File: src/rtl/sin_lut_if.sv
`default_nettype none
// +----------------------------------------------------------------------------+
// | sin_lut_if : table-load stream, sine-RAM ports and sample output bundle    |
// | Optional SIN_LUT_CHECKSUM_EN adds o_checksum.   Rev 1.0                     |
// +----------------------------------------------------------------------------+
interface sin_lut_if #(
    parameter int RAM_EXP   = 5,
    parameter int RAM_WIDTH = 8,
    parameter int PHASE_W   = 16
);
    logic                 i_load_start;
    logic [RAM_WIDTH-1:0] i_load_data;
    logic                 i_load_valid;
    logic                 o_load_ready;
    logic                 i_run;
    logic [PHASE_W-1:0]   i_fcw;
    logic [RAM_EXP-1:0]   o_addr_w;
    logic [RAM_WIDTH-1:0] o_data_ram;
    logic                 o_write_enb;
    logic [RAM_EXP-1:0]   o_addr_r;
    logic                 o_read_enb;
    logic [RAM_WIDTH-1:0] i_data_ram;
    logic [RAM_WIDTH-1:0] o_sample;
    logic                 o_sample_valid;
    logic                 o_table_ok;
    logic                 o_busy;
`ifdef SIN_LUT_CHECKSUM_EN
    logic [RAM_WIDTH+RAM_EXP-1:0] o_checksum;
`endif

    // Environment side: drives the stream, the run controls and the RAM read data.
    modport master (
        output i_load_start, i_load_data, i_load_valid, i_run, i_fcw, i_data_ram,
        input  o_load_ready, o_addr_w, o_data_ram, o_write_enb, o_addr_r,
               o_read_enb, o_sample, o_sample_valid, o_table_ok, o_busy
`ifdef SIN_LUT_CHECKSUM_EN
        , input o_checksum
`endif
    );

    // Controller side.
    modport slave (
        input  i_load_start, i_load_data, i_load_valid, i_run, i_fcw, i_data_ram,
        output o_load_ready, o_addr_w, o_data_ram, o_write_enb, o_addr_r,
               o_read_enb, o_sample, o_sample_valid, o_table_ok, o_busy
`ifdef SIN_LUT_CHECKSUM_EN
        , output o_checksum
`endif
    );
endinterface
`default_nettype wire

File: src/rtl/sin_lut_ctrl.sv
`default_nettype none
// +----------------------------------------------------------------------------+
// | sin_lut_ctrl : sine-table loader plus NCO reader with RAM-latency realign  |
// | Optional macro SIN_LUT_CHECKSUM_EN adds a load checksum.   Rev 1.0          |
// +----------------------------------------------------------------------------+
module sin_lut_ctrl #(
    parameter int RAM_EXP   = 5,
    parameter int RAM_WIDTH = 8,
    parameter int PHASE_W   = 16
) (
    input  wire logic clk,
    input  wire logic i_rst,
    sin_lut_if.slave  bus
);
    localparam int RAM_DEPTH = 2 ** RAM_EXP;
    localparam logic [RAM_EXP-1:0] c_LAST = RAM_EXP'(RAM_DEPTH - 1);
    localparam logic [RAM_EXP-1:0] c_ONE  = RAM_EXP'(1);

    typedef enum logic [1:0] {
        S_IDLE = 2'd0,
        S_LOAD = 2'd1,
        S_RUN  = 2'd2
    } state_t;

    state_t               r_state;
    logic [PHASE_W-1:0]   r_phase;
    logic [RAM_EXP-1:0]   r_cnt;
    logic [1:0]           r_vld;
    logic                 r_load_ready;
    logic [RAM_EXP-1:0]   r_addr_w;
    logic [RAM_WIDTH-1:0] r_data_ram;
    logic                 r_write_enb;
    logic [RAM_EXP-1:0]   r_addr_r;
    logic                 r_read_enb;
    logic [RAM_WIDTH-1:0] r_sample;
    logic                 r_sample_valid;
    logic                 r_table_ok;
    logic                 r_busy;

    logic                 w_accept;
    logic [PHASE_W-1:0]   w_phase_nxt;

    assign w_accept    = (r_state == S_LOAD) && bus.i_load_valid && r_load_ready;
    assign w_phase_nxt = r_phase + bus.i_fcw;

`ifdef SIN_LUT_CHECKSUM_EN
    logic [RAM_WIDTH+RAM_EXP-1:0] r_checksum;

    always_ff @(posedge clk) begin
        if (i_rst) begin
            r_checksum <= '0;
        end else if ((r_state == S_IDLE) && bus.i_load_start) begin
            r_checksum <= '0;
        end else if (w_accept) begin
            r_checksum <= r_checksum + {{RAM_EXP{1'b0}}, bus.i_load_data};
        end
    end

    assign bus.o_checksum = r_checksum;
`endif

    always_ff @(posedge clk) begin
        if (i_rst) begin
            r_state        <= S_IDLE;
            r_phase        <= '0;
            r_cnt          <= '0;
            r_vld          <= '0;
            r_load_ready   <= 1'b0;
            r_addr_w       <= '0;
            r_data_ram     <= '0;
            r_write_enb    <= 1'b0;
            r_addr_r       <= '0;
            r_read_enb     <= 1'b0;
            r_sample       <= '0;
            r_sample_valid <= 1'b0;
            r_table_ok     <= 1'b0;
            r_busy         <= 1'b0;
        end else begin
            r_write_enb <= 1'b0;

            // Two stages cover the RAM latency; the third edge captures the data.
            r_vld <= {r_vld[0], r_read_enb};
            if (r_vld[1]) begin
                r_sample       <= bus.i_data_ram;
                r_sample_valid <= 1'b1;
            end else begin
                r_sample_valid <= 1'b0;
            end

            case (r_state)
                S_IDLE: begin
                    if (bus.i_load_start) begin
                        r_state      <= S_LOAD;
                        r_cnt        <= '0;
                        r_phase      <= '0;
                        r_table_ok   <= 1'b0;
                        r_busy       <= 1'b1;
                        r_load_ready <= 1'b1;
                    end else if (bus.i_run && r_table_ok) begin
                        r_state    <= S_RUN;
                        r_read_enb <= 1'b1;
                        r_addr_r   <= r_phase[PHASE_W-1 -: RAM_EXP];
                        r_phase    <= w_phase_nxt;
                    end
                end
                S_LOAD: begin
                    if (w_accept) begin
                        r_write_enb <= 1'b1;
                        r_addr_w    <= r_cnt;
                        r_data_ram  <= bus.i_load_data;
                        r_cnt       <= r_cnt + c_ONE;
                        if (r_cnt == c_LAST) begin
                            r_state      <= S_IDLE;
                            r_busy       <= 1'b0;
                            r_load_ready <= 1'b0;
                            r_table_ok   <= 1'b1;
                        end
                    end
                end
                S_RUN: begin
                    if (bus.i_run) begin
                        r_read_enb <= 1'b1;
                        r_addr_r   <= r_phase[PHASE_W-1 -: RAM_EXP];
                        r_phase    <= w_phase_nxt;
                    end else begin
                        r_state    <= S_IDLE;
                        r_read_enb <= 1'b0;
                    end
                end
                default: begin
                    r_state <= S_IDLE;
                end
            endcase
        end
    end

    assign bus.o_load_ready   = r_load_ready;
    assign bus.o_addr_w       = r_addr_w;
    assign bus.o_data_ram     = r_data_ram;
    assign bus.o_write_enb    = r_write_enb;
    assign bus.o_addr_r       = r_addr_r;
    assign bus.o_read_enb     = r_read_enb;
    assign bus.o_sample       = r_sample;
    assign bus.o_sample_valid = r_sample_valid;
    assign bus.o_table_ok     = r_table_ok;
    assign bus.o_busy         = r_busy;
endmodule
`default_nettype wire
File: src/flat_wrapper.sv
// flat-port wrapper written by rule: the top's interface ports become plain ports
module sin_lut_ctrl_flat 
#(
    parameter int RAM_EXP   = 5,
    parameter int RAM_WIDTH = 8,
    parameter int PHASE_W   = 16
)
  (clk, i_rst, bus_i_load_start, bus_i_load_data, bus_i_load_valid, bus_i_run, bus_i_fcw, bus_i_data_ram, bus_o_load_ready, bus_o_addr_w, bus_o_data_ram, bus_o_write_enb, bus_o_addr_r, bus_o_read_enb, bus_o_sample, bus_o_sample_valid, bus_o_table_ok, bus_o_busy);
  sin_lut_if #(.RAM_EXP(RAM_EXP), .RAM_WIDTH(RAM_WIDTH), .PHASE_W(PHASE_W)) bus_i ();
  input  wire logic clk;
  input  wire logic i_rst;
  input wire logic [$bits(bus_i.i_load_start)-1:0] bus_i_load_start;
  input wire logic [$bits(bus_i.i_load_data)-1:0] bus_i_load_data;
  input wire logic [$bits(bus_i.i_load_valid)-1:0] bus_i_load_valid;
  input wire logic [$bits(bus_i.i_run)-1:0] bus_i_run;
  input wire logic [$bits(bus_i.i_fcw)-1:0] bus_i_fcw;
  input wire logic [$bits(bus_i.i_data_ram)-1:0] bus_i_data_ram;
  output wire logic [$bits(bus_i.o_load_ready)-1:0] bus_o_load_ready;
  output wire logic [$bits(bus_i.o_addr_w)-1:0] bus_o_addr_w;
  output wire logic [$bits(bus_i.o_data_ram)-1:0] bus_o_data_ram;
  output wire logic [$bits(bus_i.o_write_enb)-1:0] bus_o_write_enb;
  output wire logic [$bits(bus_i.o_addr_r)-1:0] bus_o_addr_r;
  output wire logic [$bits(bus_i.o_read_enb)-1:0] bus_o_read_enb;
  output wire logic [$bits(bus_i.o_sample)-1:0] bus_o_sample;
  output wire logic [$bits(bus_i.o_sample_valid)-1:0] bus_o_sample_valid;
  output wire logic [$bits(bus_i.o_table_ok)-1:0] bus_o_table_ok;
  output wire logic [$bits(bus_i.o_busy)-1:0] bus_o_busy;
  assign bus_i.i_load_start = bus_i_load_start;
  assign bus_i.i_load_data = bus_i_load_data;
  assign bus_i.i_load_valid = bus_i_load_valid;
  assign bus_i.i_run = bus_i_run;
  assign bus_i.i_fcw = bus_i_fcw;
  assign bus_i.i_data_ram = bus_i_data_ram;
  assign bus_o_load_ready = bus_i.o_load_ready;
  assign bus_o_addr_w = bus_i.o_addr_w;
  assign bus_o_data_ram = bus_i.o_data_ram;
  assign bus_o_write_enb = bus_i.o_write_enb;
  assign bus_o_addr_r = bus_i.o_addr_r;
  assign bus_o_read_enb = bus_i.o_read_enb;
  assign bus_o_sample = bus_i.o_sample;
  assign bus_o_sample_valid = bus_i.o_sample_valid;
  assign bus_o_table_ok = bus_i.o_table_ok;
  assign bus_o_busy = bus_i.o_busy;
  sin_lut_ctrl #(.RAM_EXP(RAM_EXP), .RAM_WIDTH(RAM_WIDTH), .PHASE_W(PHASE_W)) u_core (.clk(clk), .i_rst(i_rst), .bus(bus_i));
endmodule
File: config.mk
export PLATFORM = sky130hd
export DESIGN_NAME = sin_lut_ctrl_flat
export DESIGN_NICKNAME = d
export VERILOG_FILES = /design/src/rtl/sin_lut_if.sv /design/src/rtl/sin_lut_ctrl.sv /design/src/flat_wrapper.sv
export SDC_FILE = /design/constraint.sdc
export NUM_CORES = 1
export LEC_CHECK = 0
export ABC_CLOCK_PERIOD_IN_PS = 4800
export CAP_MARGIN = 20
export CORE_MARGIN = 3
export CORE_UTILIZATION = 25
export DETAILED_ROUTE_END_ITERATION = 16
export GPL_TIMING_DRIVEN = 1
export PLACE_DENSITY = 0.44
export SETUP_SLACK_MARGIN = 0.1
export SKIP_LAST_GASP = 1
export SLEW_MARGIN = 0
export SYNTH_ARGS = -nofsm -noshare
export SYNTH_HDL_FRONTEND = slang
export SYNTH_SLANG_ARGS = --single-unit
File: constraint.sdc
create_clock -name clk -period 4.8 [get_ports clk]
set_input_delay 0.96 -clock clk [delete_from_list [all_inputs] [get_ports clk]]
set_output_delay 0.96 -clock clk [all_outputs]
set_load 0.03 [all_outputs]
### Word-level counts from Yosys, hierarchy flattened

Index checks and enable logic that the tools add are counted.

| cells by class | value |
|---|---|
| bitwise gates (word level) | 1 |
| eq/ne operators | 11 |
| reductions and logical operators | 14 |
| multiplexer cells | 31 |
| add/subtract/negate cells | 2 |

Operator list:

| cell | number |
|---|---|
| 2-to-1 mux 16 bit | 3 |
| one-hot mux 16 bit (2 select lines) | 1 |
| 2-to-1 mux 5 bit | 5 |
| one-hot mux 5 bit (2 select lines) | 2 |
| adder 16 bit | 1 |
| AND reduction 4 bit | 3 |
| 2-to-1 mux 1 bit | 11 |
| 2-to-1 mux 2 bit | 5 |
| inequality test 2 bit (second input constant) | 5 |
| AND reduction 3 bit | 3 |
| one-hot mux 1 bit (2 select lines) | 3 |
| one-hot mux 2 bit (3 select lines) | 1 |
| adder 5 x 1 -> 5 bit (second input constant) | 1 |
| equality test 5 bit (second input constant) | 1 |
| inequality test 2 x 1 -> 1 bit (second input constant) | 2 |
| nonzero test 2 bit | 2 |
| logical AND 1 bit | 3 |
| inequality test 3 x 2 -> 1 bit (second input constant) | 1 |
| equality test 2 x 1 -> 1 bit (second input constant) | 1 |
| equality test 2 bit (second input constant) | 1 |
| zero test 2 bit | 1 |
| AND reduction 2 bit | 1 |
| OR reduction 2 bit | 1 |
| NOT 1 bit | 1 |

| word-level totals | value |
|---|---|
| output and inout port bits | 32 |
| word-level logic and storage cells | 72 |
| input port bits | 37 |
| register bits | 56 |

### Longest topological paths before layout

Gate-level depths: netlist of run 1.

| logic depth | value |
|---|---|
| depth in word-level cells | 5 |
| depth in mapped cells | 9 |
| mapped depth without buffers | 8 |

### Least setup slack after synthesis of run 1

No wires, ideal clock.

| timing | value |
|---|---|
| path type | in2reg |
| start point | input bus_i_fcw[0] |
| end point | register u_core.r_phase[12] |
| buffers on the path | 0 |
| path slack | 1.983 ns |
| stages | 8 |
| arrival | 2.690 ns |
| cells stage by stage | ha_1 > fa_1 > a21o_1 > a21oi_2 > o21a_1 > o21bai_1 > nor4b_1 > or3_1 |

| between the ends | value |
|---|---|
| cells in the longest elaborated chain, start to end | 4 |
| elaborated cells between the ends (all ways) | 5 |

RTL lines:

| item | RTL line | RTL |
|---|---|---|
| start, declared | flat_wrapper.sv:16 | `input wire logic [$bits(bus_i.i_fcw)-1:0] bus_i_fcw;` |
| adder 16 bit * | sin_lut_ctrl.sv:44 | `assign w_phase_nxt = r_phase + bus.i_fcw;` |
| 2-to-1 mux 16 bit | sin_lut_ctrl.sv:99 | `end else if (bus.i_run && r_table_ok) begin` |
| 2-to-1 mux 16 bit | sin_lut_ctrl.sv:92 | `if (bus.i_load_start) begin` |
| one-hot mux 16 bit (2 select lines) * | sin_lut_ctrl.sv:90 | `case (r_state)` |
| end signal, assigned | sin_lut_ctrl.sv:103 | `r_phase <= w_phase_nxt;` |
| end signal, assigned | sin_lut_ctrl.sv:124 | `r_phase <= w_phase_nxt;` |
| end, declared | sin_lut_ctrl.sv:26 | `logic [PHASE_W-1:0] r_phase;` |

Mark *: on every way between the ends. The rest lies on a longest branch, timed or not. The select of a mux whose other input is x is not followed.
A chain may end at the register's enable or synchronous reset.

### Final worst setup path of run 1

Ends and elaborated chain as after synthesis.

==> results of run 1 <==
[registers in the layout, summed over array words and instances, names as in the netlist]
name,count
u_core.bus.o_read_enb,1
u_core.bus.o_load_ready,1
u_core.bus.o_write_enb,1
u_core.bus.o_data_ram,8
u_core.bus.o_table_ok,1
u_core.r_vld,2
u_core.bus.o_sample_valid,1
u_core.r_cnt,5
u_core.bus.o_sample,8
u_core.bus.o_addr_r,5
u_core.bus.o_addr_w,5
u_core.r_state,2
u_core.r_phase,16
[routing by layer]
metal | vias to the layer above | track usage [%] | wire length [um]
li1 | 1242 | - | -
met1 | 1105 | 15.28 | 3513
met2 | 54 | 17.32 | 3029
met3 | 5 | 2.749 | 361
met4 | 0 | 2.564 | 65
met5 | - | 0 | 0
[area by class of cell]
class	count	area share (%)
flip-flops and latches	56	30.03
multi-input cells	240	42.09
inverters	6	0.6032
clock buffers	5	3.351
repair buffers	70	18.50
clock inverters	3	0.7373
well taps	140	4.692
[cell usage after synthesis (3+ instances only)]
cell type	n
sky130_fd_sc_hd__and3_1	4
sky130_fd_sc_hd__nor2b_1	7
sky130_fd_sc_hd__a21o_1	11
sky130_fd_sc_hd__clkbuf_1	9
sky130_fd_sc_hd__nor3_1	3
sky130_fd_sc_hd__o21a_1	3
sky130_fd_sc_hd__inv_1	5
sky130_fd_sc_hd__o21ai_0	10
sky130_fd_sc_hd__nor2_1	34
sky130_fd_sc_hd__ha_1	17
sky130_fd_sc_hd__nand3_1	4
sky130_fd_sc_hd__a32o_1	3
sky130_fd_sc_hd__a21oi_1	24
sky130_fd_sc_hd__xnor2_1	4
sky130_fd_sc_hd__a22oi_1	6
sky130_fd_sc_hd__xor2_1	6
sky130_fd_sc_hd__nand4_1	6
sky130_fd_sc_hd__or3_1	5
sky130_fd_sc_hd__mux2i_1	14
sky130_fd_sc_hd__nand2_1	42
sky130_fd_sc_hd__o21bai_1	3
sky130_fd_sc_hd__buf_2	5
sky130_fd_sc_hd__dfxtp_1	56
sky130_fd_sc_hd__buf_6	3
sky130_fd_sc_hd__a21oi_2	5
sky130_fd_sc_hd__o211ai_1	4
[per-stage QoR]
stage,instances,power (mW)
floorplan,321,0.5272
global placement,512,0.5707
detailed placement,512,0.5697
CTS,520,0.9595
global route,520,0.9820
finish,520,0.9382
[power groups by stage]
stage	clock network [mW]	logic, mW	registers, mW
floorplan	0	0.0429	0.484
global placement	0	0.0893	0.481
detailed placement	0	0.0884	0.481
CTS	0.400	0.0893	0.470
global route	0.414	0.0968	0.471
finish	0.380	0.0881	0.470
[kinds of logic (layout without fill, tap and decap cells)]
kind of cell	count (synthesis)	count (layout)	synth area share (%)
muxes	14	14	4.964
buffers and inverters	25	84	4.609
AOI/OAI and AO/OA	84	84	20.35
adders and majority gates	18	18	8.245
xor gates and xnor gates	10	10	3.103
DFF	56	56	39.72
and+or+nand+nor	114	114	19.02
[path summary, 6_finish.rpt]
check	to	from	depth (start not counted)	slack (ps)
min	u_core.r_vld[1]	u_core.r_vld[0]	1	450
max reg2reg	u_core.r_phase[12]	u_core.r_phase[0]	8	2490
min reg2reg	u_core.r_vld[1]	u_core.r_vld[0]	1	450
max	u_core.r_phase[12]	bus_i_fcw[0]	9	1700
[critical path, delay by kind of cell]
family	cells	cell delay (ps)
fa+ha+maj	2	660
buf+inv	1	400
simple gates	2	520
compound gates	4	730
==> results, run 1 <==
- The number of hold violations in the final report is 0.
- The register area share after synthesis is 39.72%.
- The relative contribution of sequential cells to total power is approximately 50%.
- The share of cells above drive strength 1 is under 10%.
- In the synthesized netlist the async set-or-reset flop fraction comes to 0%.
- The number of top-level design ports is between 60 and 70.
- The worst pin sits at a relative slew slack of 52.11%.
- The detailed-placement wirelength estimate is approximately 5100 um.
- The number of antenna violations at the first check in global routing is 0.
- In the synthesized netlist the dominant register cell turns out to be sky130_fd_sc_hd__dfxtp_1.
- The share of total power dissipated in the clock network is about two fifths.
- Setup violations remaining at the end of the flow were counted as 0.
- After global routing the overflow that remains totals 0.
- Cell internal power was estimated by the tool at 0.7105 mW.
- The clock reaches the later pin of the worst-skew pair after slightly below 300 ps.
- At the worst endpoint, the required time is about 5000 ps.
- In the global route stage, overall resource usage came out at ~11%.
- Each instance of the synthesized netlist takes up on average slightly below 9 um^2.
- The post-synthesis cell area is between 0.002 and 0.003 mm^2.
- The worst setup path is launched from a primary input.
- The clock sink count is 56.
- After the first detailed-routing iteration, the DRC count stood at 110.
- After synthesis the netlist holds a flip-flop and latch count of 56.
- The fraction of power spent switching nets is between 20% and 30%.
- Walking the worst path, the cells encountered are clkdlybuf4s50_1, ha_1, fa_1, a21o_1, a21oi_2, o21a_1, o21bai_1, nor4b_1, or3_1.
- For this run, the number of Yosys warnings is 0.
- The final number of max-transition violations is 0.
- The final-layout setup total negative slack is 0 ps.
- Setup slack closes at 1703 ps.
- The vertical extent of the die is around 110 um.
- The part of the cycle the worst path needs is 64.51%.
- The top achievable clock speed is 0.3229 GHz.
- The last weighted congestion value of the routability-driven placer is 0.7866.
- OpenSTA, run right after detailed placement, puts the worst setup slack at between 1000 and 1500 ps.
- Across the whole layout, storage elements account for approximately 0.0011 mm^2.
- Buffers placed on the I/O ports in this run total 68.
- The power dissipated by switching net loads is ~0.23 mW.
- The H-tree depth reported by CTS is 2.
- After synthesis, the netlist uses a little under 50 different library cells.
- At the worst endpoint, the arrival time is approximately 3300 ps.
- Summing all non-filler instances in the final layout gives an area of approximately 0.0037 mm^2.
- The clock transition at the register clock pins on the worst setup and hold paths after CTS is 80 ps.
- The clock tree buffer depth is 2.
- The top cell type by area accounts for between 30% and 40% of the synthesized area.
- The maximum number of pins on one net before global-route repair is slightly above 50.
- The placed instances occupy a cell area of approximately 0.0036 mm^2.
- The slew of the pin with the lowest slew margin is 718.3 ps.
- Gates resized during post-CTS repair numbered 0.
- The time the worst path needs with I/O delays and setup is a little over 3000 ps.
- For this design the static power due to leakage is ~1.4 nW.
- The via count of the routed design is 2406.
- TritonCTS built the clock tree.
- The synthesized netlist net count is ~380.
- The count of antenna diodes in the layout is 0.
- The layout overhead on the synthesized area is 32.27%.
- The worst setup path is of the in -> reg kind.
- The portion of total power attributed to combinational logic is under 10%.
- The die area is around 0.013 mm^2.
- The type of destination of the critical path is a register.
- The longest individual stage delay on the worst path is between 400 and 500 ps.
- The library cells used most frequently in the layout, excluding fill and tap cells, are sky130_fd_sc_hd__clkdlybuf4s50_1 (67), sky130_fd_sc_hd__dfxtp_1 (56), sky130_fd_sc_hd__nand2_1 (42), sky130_fd_sc_hd__nor2_1 (34), sky130_fd_sc_hd__a21oi_1 (24).
- The slowest stage cell on the critical path is sky130_fd_sc_hd__fa_1.
- After filler insertion, the fill cell instance count of the layout stands at between 1000 and 1500.
- The number of buffers inserted by post-CTS setup repair is 0.
- The maximum VDD drop is 0.1419 mV.
- The floorplan step set the die width to 112.3 um.
- The core area is between 0.01 and 0.015 mm^2.
- Synthesis produced around 320 cells.
- The count of standard-cell rows is 38.
- The number of nets in the finished design is between 400 and 500.
- Yosys mapped a number of flops with a built-in enable equal to 0.
- The root buffer cell is sky130_fd_sc_hd__clkbuf_16.
- For this run, the detailed router's first-pass iteration total came to 4.
- By area the synthesized netlist is led by sky130_fd_sc_hd__dfxtp_1 (40%), sky130_fd_sc_hd__ha_1 (7.5%), sky130_fd_sc_hd__nand2_1 (5.6%).
- The final routed wire length divided by cell count is ~13 um.
- The leading cell type in the layout, fill and taps excluded is sky130_fd_sc_hd__clkdlybuf4s50_1.
- The worst clock skew on the final layout is approximately 8.4 ps.
- Along the worst path, the maximum fanout reaches 3.
- For this configuration, the core starts out at a cell density of between 20% and 30%.
- The number of hold buffers added after cts is 0.
- The remaining antenna violation count is 0.
- In the final layout, the multi-input gates occupy around 0.0016 mm^2.
- In the routed design, unresolved DRC markers number 0.
- The final core area utilization is 34.14%.
- The biggest area contributor in the post-synthesis netlist is sky130_fd_sc_hd__dfxtp_1.
- The class of the worst hold path is reg -> reg.
- The post-detailed-routing wire length is ~7000 um.
- The final hold slack is 447.6 ps.
- The max-capacitance violation count is 0.
- After detailed routing, the number of vias per cell comes to approximately 4.6.
- Setup repair after global routing left no endpoint under its margin.
- For this design the ratio of total power to cell area is roughly 250 mW/mm^2.
- Counting the buffers created by CTS gives 5.
- The run finished with clean final reports.
- The number of global-route vias before repair came to roughly 2300.
- The first-pass GRT wire length is 11430 um.
No activity file was read; power rests on OpenSTA's default activity.
==> inputs of run 2 (changes only) <==
ABC_CLOCK_PERIOD_IN_PS = 3100   (was 4800)
clock period = 3.1 ns   (was 4.8 ns; I/O delays follow)
==> run 2 against run 1 <==
Compared with the run above: worst hold slack worse by 6.3 ps; sequential cell count unchanged; register-to-register slack worse by 1600 ps; routed wire length up 1.7%; combinational power up 56%; sequential share of layout area down 0.12 points; critical path depth unchanged; largest power group unchanged.
==> results, run 2 (synthesis results as in run 1) <==
- The max-capacitance violation count was 0 (unchanged).
- The number of nets in the finished design came to 436 (was 434).
- The flip-flop count of the largest register, all copies and words added was 16 (unchanged).
- The number of buffers inserted by post-CTS setup repair came to 0 (unchanged).
- The capture instance of the worst register-to-register path is u_core.r_phase[12] (unchanged).
- The clock tree buffer depth is 2 (unchanged).
- The cell depth of the worst flop-to-flop path is 8 (unchanged).
- The via count normalized by instance count was 4.695 (was 4.627).
- The power per unit of standard cell area is 388.7 mW/mm^2 (was 251.3 mW/mm^2).
- The share of cells above drive strength 1 is 6.283% (was 5.789%).
- The beginning of the worst register-to-register path is u_core.r_phase[0] (unchanged).
- The slack of the worst reg-to-reg path is 850 ps (was 2490 ps).
- The TritonCTS clock tree is yes (unchanged).
- The clock sink count is 56 (unchanged).
- The layout overhead on the synthesized area is 32.80% (was 32.27%).
- Most frequent cells in the layout: sky130_fd_sc_hd__clkdlybuf4s50_1 (67), sky130_fd_sc_hd__dfxtp_1 (56), sky130_fd_sc_hd__nand2_1 (42), sky130_fd_sc_hd__nor2_1 (34), sky130_fd_sc_hd__a21oi_1 (24) (unchanged).
- The die area is 0.01260 mm^2 (unchanged).
- The slew of the pin with the lowest slew margin came to 714.2 ps (was 718.3 ps).
- The relative contribution of the clock network to total power was 40.6% (was 40.5%).
- The number of antenna violations at the first check in global routing is 0 (unchanged).
- The vertical extent of the die is 112.3 um (unchanged).
- The data arrival time of the worst path came to 2870 ps (was 3280 ps).
- The leading cell type in the layout, fill and taps excluded was sky130_fd_sc_hd__clkdlybuf4s50_1 (unchanged).
- The count of standard-cell rows is 38 (unchanged).
- Crit-path cells: clkdlybuf4s50_1, ha_1, fa_1, a21o_1, a21oi_2, o21a_1, o21bai_1, nor4b_1, or3_1 (unchanged).
- The die width came to 112.3 um (unchanged).
- The aggregate global routing overflow is 0 (unchanged).
- The core area came to 0.01094 mm^2 (unchanged).
- The max-slew headroom at the worst pin came to 52.39% (was 52.11%).
- The relative contribution of sequential cells to total power was 50.0% (was 50.1%).
- The largest register by flop count was u_core.r_phase (unchanged).
- The worst clock skew on the final layout is 6.065 ps (was 8.374 ps).
- The worst path needs 2694 ps of the cycle, external delays included.
- The portion of total power attributed to combinational logic was 9.4% (about the same).
- The number of top-level design ports is 69 (unchanged).
- The number of hold violations in the final report is 0 (unchanged).
- The count of antenna diodes in the layout is 0 (unchanged).
- The longest individual stage delay on the worst path is 430 ps (about the same).
- The first-pass iteration count of the detailed router was 4 (unchanged).
- The first-pass GRT wire length is 11760 um (was 11430 um).
- The slowest stage cell on the critical path is sky130_fd_sc_hd__fa_1 (unchanged).
- The kind of start point of the critical path is a primary input (unchanged).
- The leakage power was 1.437 nW (was 1.429 nW).
- The via count of the routed design is 2451 (was 2406).
- The clock transition at the register clock pins on the worst setup and hold paths after CTS came to 80 ps (about the same).
- The final number of max-transition violations was 0 (unchanged).
- The internal power is 1.100 mW (was 0.7105 mW).
- The final-layout setup total negative slack is 0 ps (unchanged).
- The power dissipated by switching net loads is 0.3569 mW (was 0.2277 mW).
- The post-detailed-routing wire length came to 7087 um (was 6970 um).
- The count of buffers from port buffering is 68 (unchanged).
- RSZ-0062 raised after global routing: false (unchanged).
- The worst path required time is 3280 ps (was 4980 ps).
- The remaining antenna violation count is 0 (unchanged).
- The H-tree depth reported by CTS is 2 (unchanged).
- The number of hold buffers added after cts is 0 (unchanged).
- The last weighted congestion value of the routability-driven placer is 0.8072 (was 0.7866).
- The detailed-placement wirelength estimate is 5216 um (was 5063 um).
- The maximum number of pins on one net before global-route repair is 29 (was 51).
- The post-detailed-route DRC marker count was 0 (unchanged).
- The initial standard-cell utilization of the core was 25.81% (unchanged).
- The maximum VDD drop is 0.2362 mV (was 0.1419 mV).
- Status: complete, no violations (unchanged).
- The number of buffers added by the clock tree synthesis step is 5 (unchanged).
- The final routed wire length divided by cell count came to 13.58 um (was 13.40 um).
- After layout, the worst path uses roughly 87% of the clock period.
- The number of violations reported at the end of detailed-routing iteration 0 is 116 (was 110).
- The number of global-route vias before repair came to 2374 (was 2284).
- Timing would allow up to around 0.37 GHz.
- The clock latency of the later-clocked register in the worst-skew pair is 290 ps (about the same).
- The number of instances resized during post-cts repair is 0 (unchanged).
- The number of endpoints failing setup at the final stage is 0 (unchanged).
- The launch point of the critical path is bus_i_fcw[0] (unchanged).
- The peak fanout along the critical path is 3 (unchanged).
- The critical path class is in -> reg (unchanged).
- The root buffer cell is sky130_fd_sc_hd__clkbuf_16 (unchanged).
- The worst setup path endpoint was u_core.r_phase[12] (unchanged).
- The final hold slack was 441.3 ps (was 447.6 ps).
- The fraction of power spent switching nets is 24.49% (was 24.27%).
- The all-layer global routing usage is 11.34% (was 11.02%).
- The type of destination of the critical path was a register (unchanged).
- The class of the worst hold path is reg -> reg (unchanged).
## run 2: changes by cell type in the layout (fill, tap and decap cells not counted), sizes merged
cell	previous run	this run
buf	3	5
## run 2: power by group through the flow
| stage | registers [mW] | clock network, mW | logic [mW] |
|---|---|---|---|
| 6_report | 0.728 | 0.592 | 0.137 |
| 2_1_floorplan | 0.750 | 0 | 0.0664 |
| 3_3_place_gp | 0.745 | 0 | 0.138 |
| 4_1_cts | 0.728 | 0.621 | 0.139 |
| 5_1_grt | 0.729 | 0.642 | 0.151 |
| 3_5_place_dp | 0.745 | 0 | 0.138 |
## run 2: worst min-delay path by stage
| stage | startpoint | endpoint | depth (start not counted) |
|---|---|---|---|
| after floorplan | u_core.r_vld[0] | u_core.r_vld[1] | 1 |
| after global placement | u_core.r_vld[0] | u_core.r_vld[1] | 1 |
| after detailed placement | u_core.r_vld[0] | u_core.r_vld[1] | 1 |
| after CTS | u_core.r_vld[0] | u_core.r_vld[1] | 1 |
| after global routing | u_core.r_vld[0] | u_core.r_vld[1] | 1 |
| final | u_core.r_vld[0] | u_core.r_vld[1] | 1 |
## run 2: through the flow
step | total power, mW | util, % | cells | worst slack [ps] | area (um^2)
CTS | 1.489 | 34.28 | 522 | 402.8 | 3749
finish | 1.457 | 34.28 | 522 | 406.2 | 3749
global placement | 0.8835 | 32.88 | 514 | 143.8 | 3596
global route | 1.523 | 34.28 | 522 | 280.1 | 3749
detailed placement | 0.8835 | 32.88 | 514 | 100.5 | 3596
floorplan | 0.8163 | - | 321 | 622.9 | 2823
## run 2: worst max-delay path: cells and delay by family
kind | cells | cell delay, ps
AO/OA/AOI/OAI | 4 | 670
adder cells (fa/ha/maj) | 2 | 660
AND/OR/NAND/NOR | 2 | 520
buffers and inverters | 1 | 400
## run 2: final cells by class
cell class / instances / area (um^2)
fill: 1171 / 7187
tap: 140 / 175.2
timing repair buffer: 72 / 705.7
multi-input combinational: 240 / 1572
sequential: 56 / 1121
inverter: 6 / 22.52
clock inverter: 3 / 27.53
clock buffer: 5 / 125.1
## run 2: per-layer routing
layer / part of all wire [%] / track usage, %
met1: 51 / 15.79
met2: 44 / 17.84
met3: 4.3 / 2.426
met4: 0.92 / 3.125
met5: 0 / 0
==> inputs of run 3 (changes only) <==
PLACE_DENSITY = 0.5   (was 0.44)
==> run 3 against run 2 <==
Compared with the run above: register-to-register slack about the same; clock power barely moved; cell count is the same; core utilization about the same; critical path type unchanged; die area unchanged; highest routed layer unchanged; clock skew is 0.51 ps lower; worst setup slack better by 13 ps.
==> results, run 3 (synthesis results as in run 1) <==
- The die area is 0.01260 mm^2 (unchanged).
- The via count normalized by instance count is 4.674 (was 4.695).
- The number of endpoints failing setup at the final stage is 0 (unchanged).
- The maximum VDD drop is 0.2455 mV (was 0.2362 mV).
- The kind of start point of the critical path is a primary input (unchanged).
- The initial standard-cell utilization of the core was 25.81% (unchanged).
- The post-detailed-routing wire length is 6874 um (was 7087 um).
- The clock transition at the register clock pins on the worst setup and hold paths after CTS was 80 ps (about the same).
- The cell count after placement came to 514 (unchanged).
- The final number of max-transition violations was 0 (unchanged).
- The TritonCTS clock tree was yes (unchanged).
- The first-pass iteration count of the detailed router is 4 (unchanged).
- The top achievable clock speed is 0.3730 GHz (was 0.3712 GHz).
- The number of global-route vias before repair is 2381 (was 2374).
- The type of destination of the critical path is a register (unchanged).
- The number of instances resized during post-cts repair is 0 (unchanged).
- The worst clock skew on the final layout was 5.560 ps (was 6.065 ps).
- The post-detailed-route DRC marker count came to 0 (unchanged).
- The maximum number of pins on one net before global-route repair was 37 (was 29).
- The remaining antenna violation count was 0 (unchanged).
- The count of buffers from port buffering is 68 (unchanged).
- The leading cell type in the layout, fill and taps excluded is sky130_fd_sc_hd__clkdlybuf4s50_1 (unchanged).
- The max-slew headroom at the worst pin came to 49.97% (was 52.39%).
- The slack of the worst reg-to-reg path was 860 ps (was 850 ps).
- Status: complete, no violations (unchanged).
- The slew of the pin with the lowest slew margin is 750.5 ps (was 714.2 ps).
- The number of hold buffers added after cts was 0 (unchanged).
- The final non-filler cell total came to 522 (unchanged).
- The die width is 112.3 um (unchanged).
- The kind of cell adding the most delay to the critical path is compound AO/OA/AOI/OAI gates (unchanged).
- The worst path required time is 3280 ps (about the same).
- The clock sink count is 56 (unchanged).
- The capture instance of the worst register-to-register path was u_core.r_phase[12] (unchanged).
- The layout overhead on the synthesized area is 32.71% (was 32.80%).
- The number of antenna violations at the first check in global routing is 0 (unchanged).
- The count of standard-cell rows is 38 (unchanged).
- The first-pass GRT wire length was 11670 um (was 11760 um).
- The time the worst path needs with I/O delays and setup is 2681 ps (was 2694 ps).
- The final hold slack came to 441.8 ps (was 441.3 ps).
- The final routed wire length divided by cell count came to 13.17 um (was 13.58 um).
- The data arrival time of the worst path came to 2870 ps (about the same).
- The max-capacitance violation count was 0 (unchanged).
- The class of the worst hold path is reg -> reg (unchanged).
- The number of buffers added by the clock tree synthesis step is 5 (unchanged).
- The number of nets in the finished design came to 436 (unchanged).
- The final-layout setup total negative slack was 0 ps (unchanged).
- The part of the cycle the worst path needs is 86.47% (was 86.90%).
- The number of filler instances in the final layout is 1163 (was 1171).
- The worst path buffer plus inverter count came to 1 (unchanged).
- The number of violations reported at the end of detailed-routing iteration 0 is 111 (was 116).
- The final core area utilization is 34.26% (was 34.28%).
- The all-layer global routing usage is 11.23% (was 11.34%).
- The clock latency of the later-clocked register in the worst-skew pair is 300 ps (was 290 ps).
- The capture endpoint of the worst hold path is u_core.r_vld[1] (unchanged).
- The aggregate global routing overflow is 0 (unchanged).
- Crit-path cells: clkdlybuf4s50_1, ha_1, fa_1, a21o_1, a21oi_2, o21a_1, o21bai_1, nor4b_1, or3_1 (unchanged).
- The startpoint of the tightest hold check path is u_core.r_vld[0] (unchanged).
- The clock tree buffer depth is 2 (unchanged).
- The worst path setup slack after routing came to 419.4 ps (was 406.2 ps).
- The pre-CTS setup slack is 106.3 ps (was 100.5 ps).
- The leakage power is 1.436 nW (was 1.437 nW).
- The number of top-level design ports is 69 (unchanged).
- The power per unit of standard cell area is 388.2 mW/mm^2 (was 388.7 mW/mm^2).
- The slowest stage cell on the critical path is sky130_fd_sc_hd__fa_1 (unchanged).
- The vertical extent of the die is 112.3 um (unchanged).
- The critical path class is in -> reg (unchanged).
- The beginning of the worst register-to-register path is u_core.r_phase[0] (unchanged).
- The H-tree depth reported by CTS is 2 (unchanged).
- The number of hold violations in the final report is 0 (unchanged).
- The via count of the routed design is 2440 (was 2451).
- The core area is 0.01094 mm^2 (unchanged).
- The root buffer cell was sky130_fd_sc_hd__clkbuf_16 (unchanged).
- The hold path depth came to 1 (unchanged).
- RSZ-0062 raised after global routing: false (unchanged).
- The share of cells above drive strength 1 is 6.283% (unchanged).
- The number of buffers inserted by post-CTS setup repair is 0 (unchanged).
- The peak fanout along the critical path is 3 (unchanged).
- The flip-flop count of the largest register, all copies and words added is 16 (unchanged).
- Most frequent cells in the layout: sky130_fd_sc_hd__clkdlybuf4s50_1 (67), sky130_fd_sc_hd__dfxtp_1 (56), sky130_fd_sc_hd__nand2_1 (42), sky130_fd_sc_hd__nor2_1 (34), sky130_fd_sc_hd__a21oi_1 (24) (unchanged).
- The largest register by flop count is u_core.r_phase (unchanged).
- The count of antenna diodes in the layout was 0 (unchanged).
- The detailed-placement wirelength estimate is 5045 um (was 5216 um).
- The longest individual stage delay on the worst path is 430 ps (about the same).
- The cell depth of the worst flop-to-flop path is 8 (unchanged).
- The last weighted congestion value of the routability-driven placer is 0.8156 (was 0.8072).
==> run 3: area by class of cell <==
type | count | area [um^2] | share of cell area, %
clock buffer | 5 | 125.1 | 3.340
clock inverter | 3 | 25.02 | 0.6680
inverter | 6 | 22.52 | 0.6012
tap | 140 | 175.2 | 4.676
timing repair buffer | 72 | 705.7 | 18.84
multi-input combinational | 240 | 1572 | 41.95
sequential | 56 | 1121 | 29.93
==> run 3: report_power, final <==
part / leakage (nW) / internal, mW / switching, mW / total (mW)
sequential: 0.452 / 0.723 / 0.00492 / 0.728
clock: 0.0708 / 0.306 / 0.283 / 0.589
combinational: 0.914 / 0.0694 / 0.0674 / 0.137
total: 1.44 / 1.10 / 0.355 / 1.45
==> run 3: worst reg2reg max path, cell delays in order, from the launching register on <==
cell	delay [ps]
sky130_fd_sc_hd__dfxtp_1	320
sky130_fd_sc_hd__ha_1	210
sky130_fd_sc_hd__fa_1	430
sky130_fd_sc_hd__a21o_1	210
sky130_fd_sc_hd__a21oi_2	150
sky130_fd_sc_hd__o21a_1	180
sky130_fd_sc_hd__o21bai_1	140
sky130_fd_sc_hd__nor4b_1	170
sky130_fd_sc_hd__or3_1	340
==> run 3: how the worst max path moves through the flow <==
| stage | from | endpoint | cells after the start |
|---|---|---|---|
| 6_report | bus_i_fcw[0] | u_core.r_phase[12] | 9 |
| 5_1_grt | bus_i_fcw[0] | u_core.r_phase[12] | 9 |
| 4_1_cts | bus_i_fcw[0] | u_core.r_phase[12] | 9 |
| 3_5_place_dp | bus_i_fcw[0] | u_core.r_phase[12] | 9 |
| 3_3_place_gp | bus_i_fcw[0] | u_core.r_phase[12] | 9 |
| 2_1_floorplan | bus_i_fcw[0] | u_core.r_phase[12] | 8 |
==> run 3: layer usage <==
layer / share of wire [%] / track usage (%) / wire length [um] / up-vias
li1: - / - / - / 1254
met1: 49 / 15.13 / 3370 / 1117
met2: 44 / 17.72 / 3027 / 62
met3: 5.5 / 2.642 / 378 / 7
met4: 1.4 / 3.766 / 97 / 0
met5: 0 / 0 / 0 / -
==> run 3: through the flow <==
step | power [mW] | cell area [um^2]
floorplan | 0.8163 | 2823
global placement | 0.8830 | 3596
detailed placement | 0.8835 | 3596
CTS | 1.488 | 3746
global route | 1.518 | 3746
finish | 1.454 | 3746
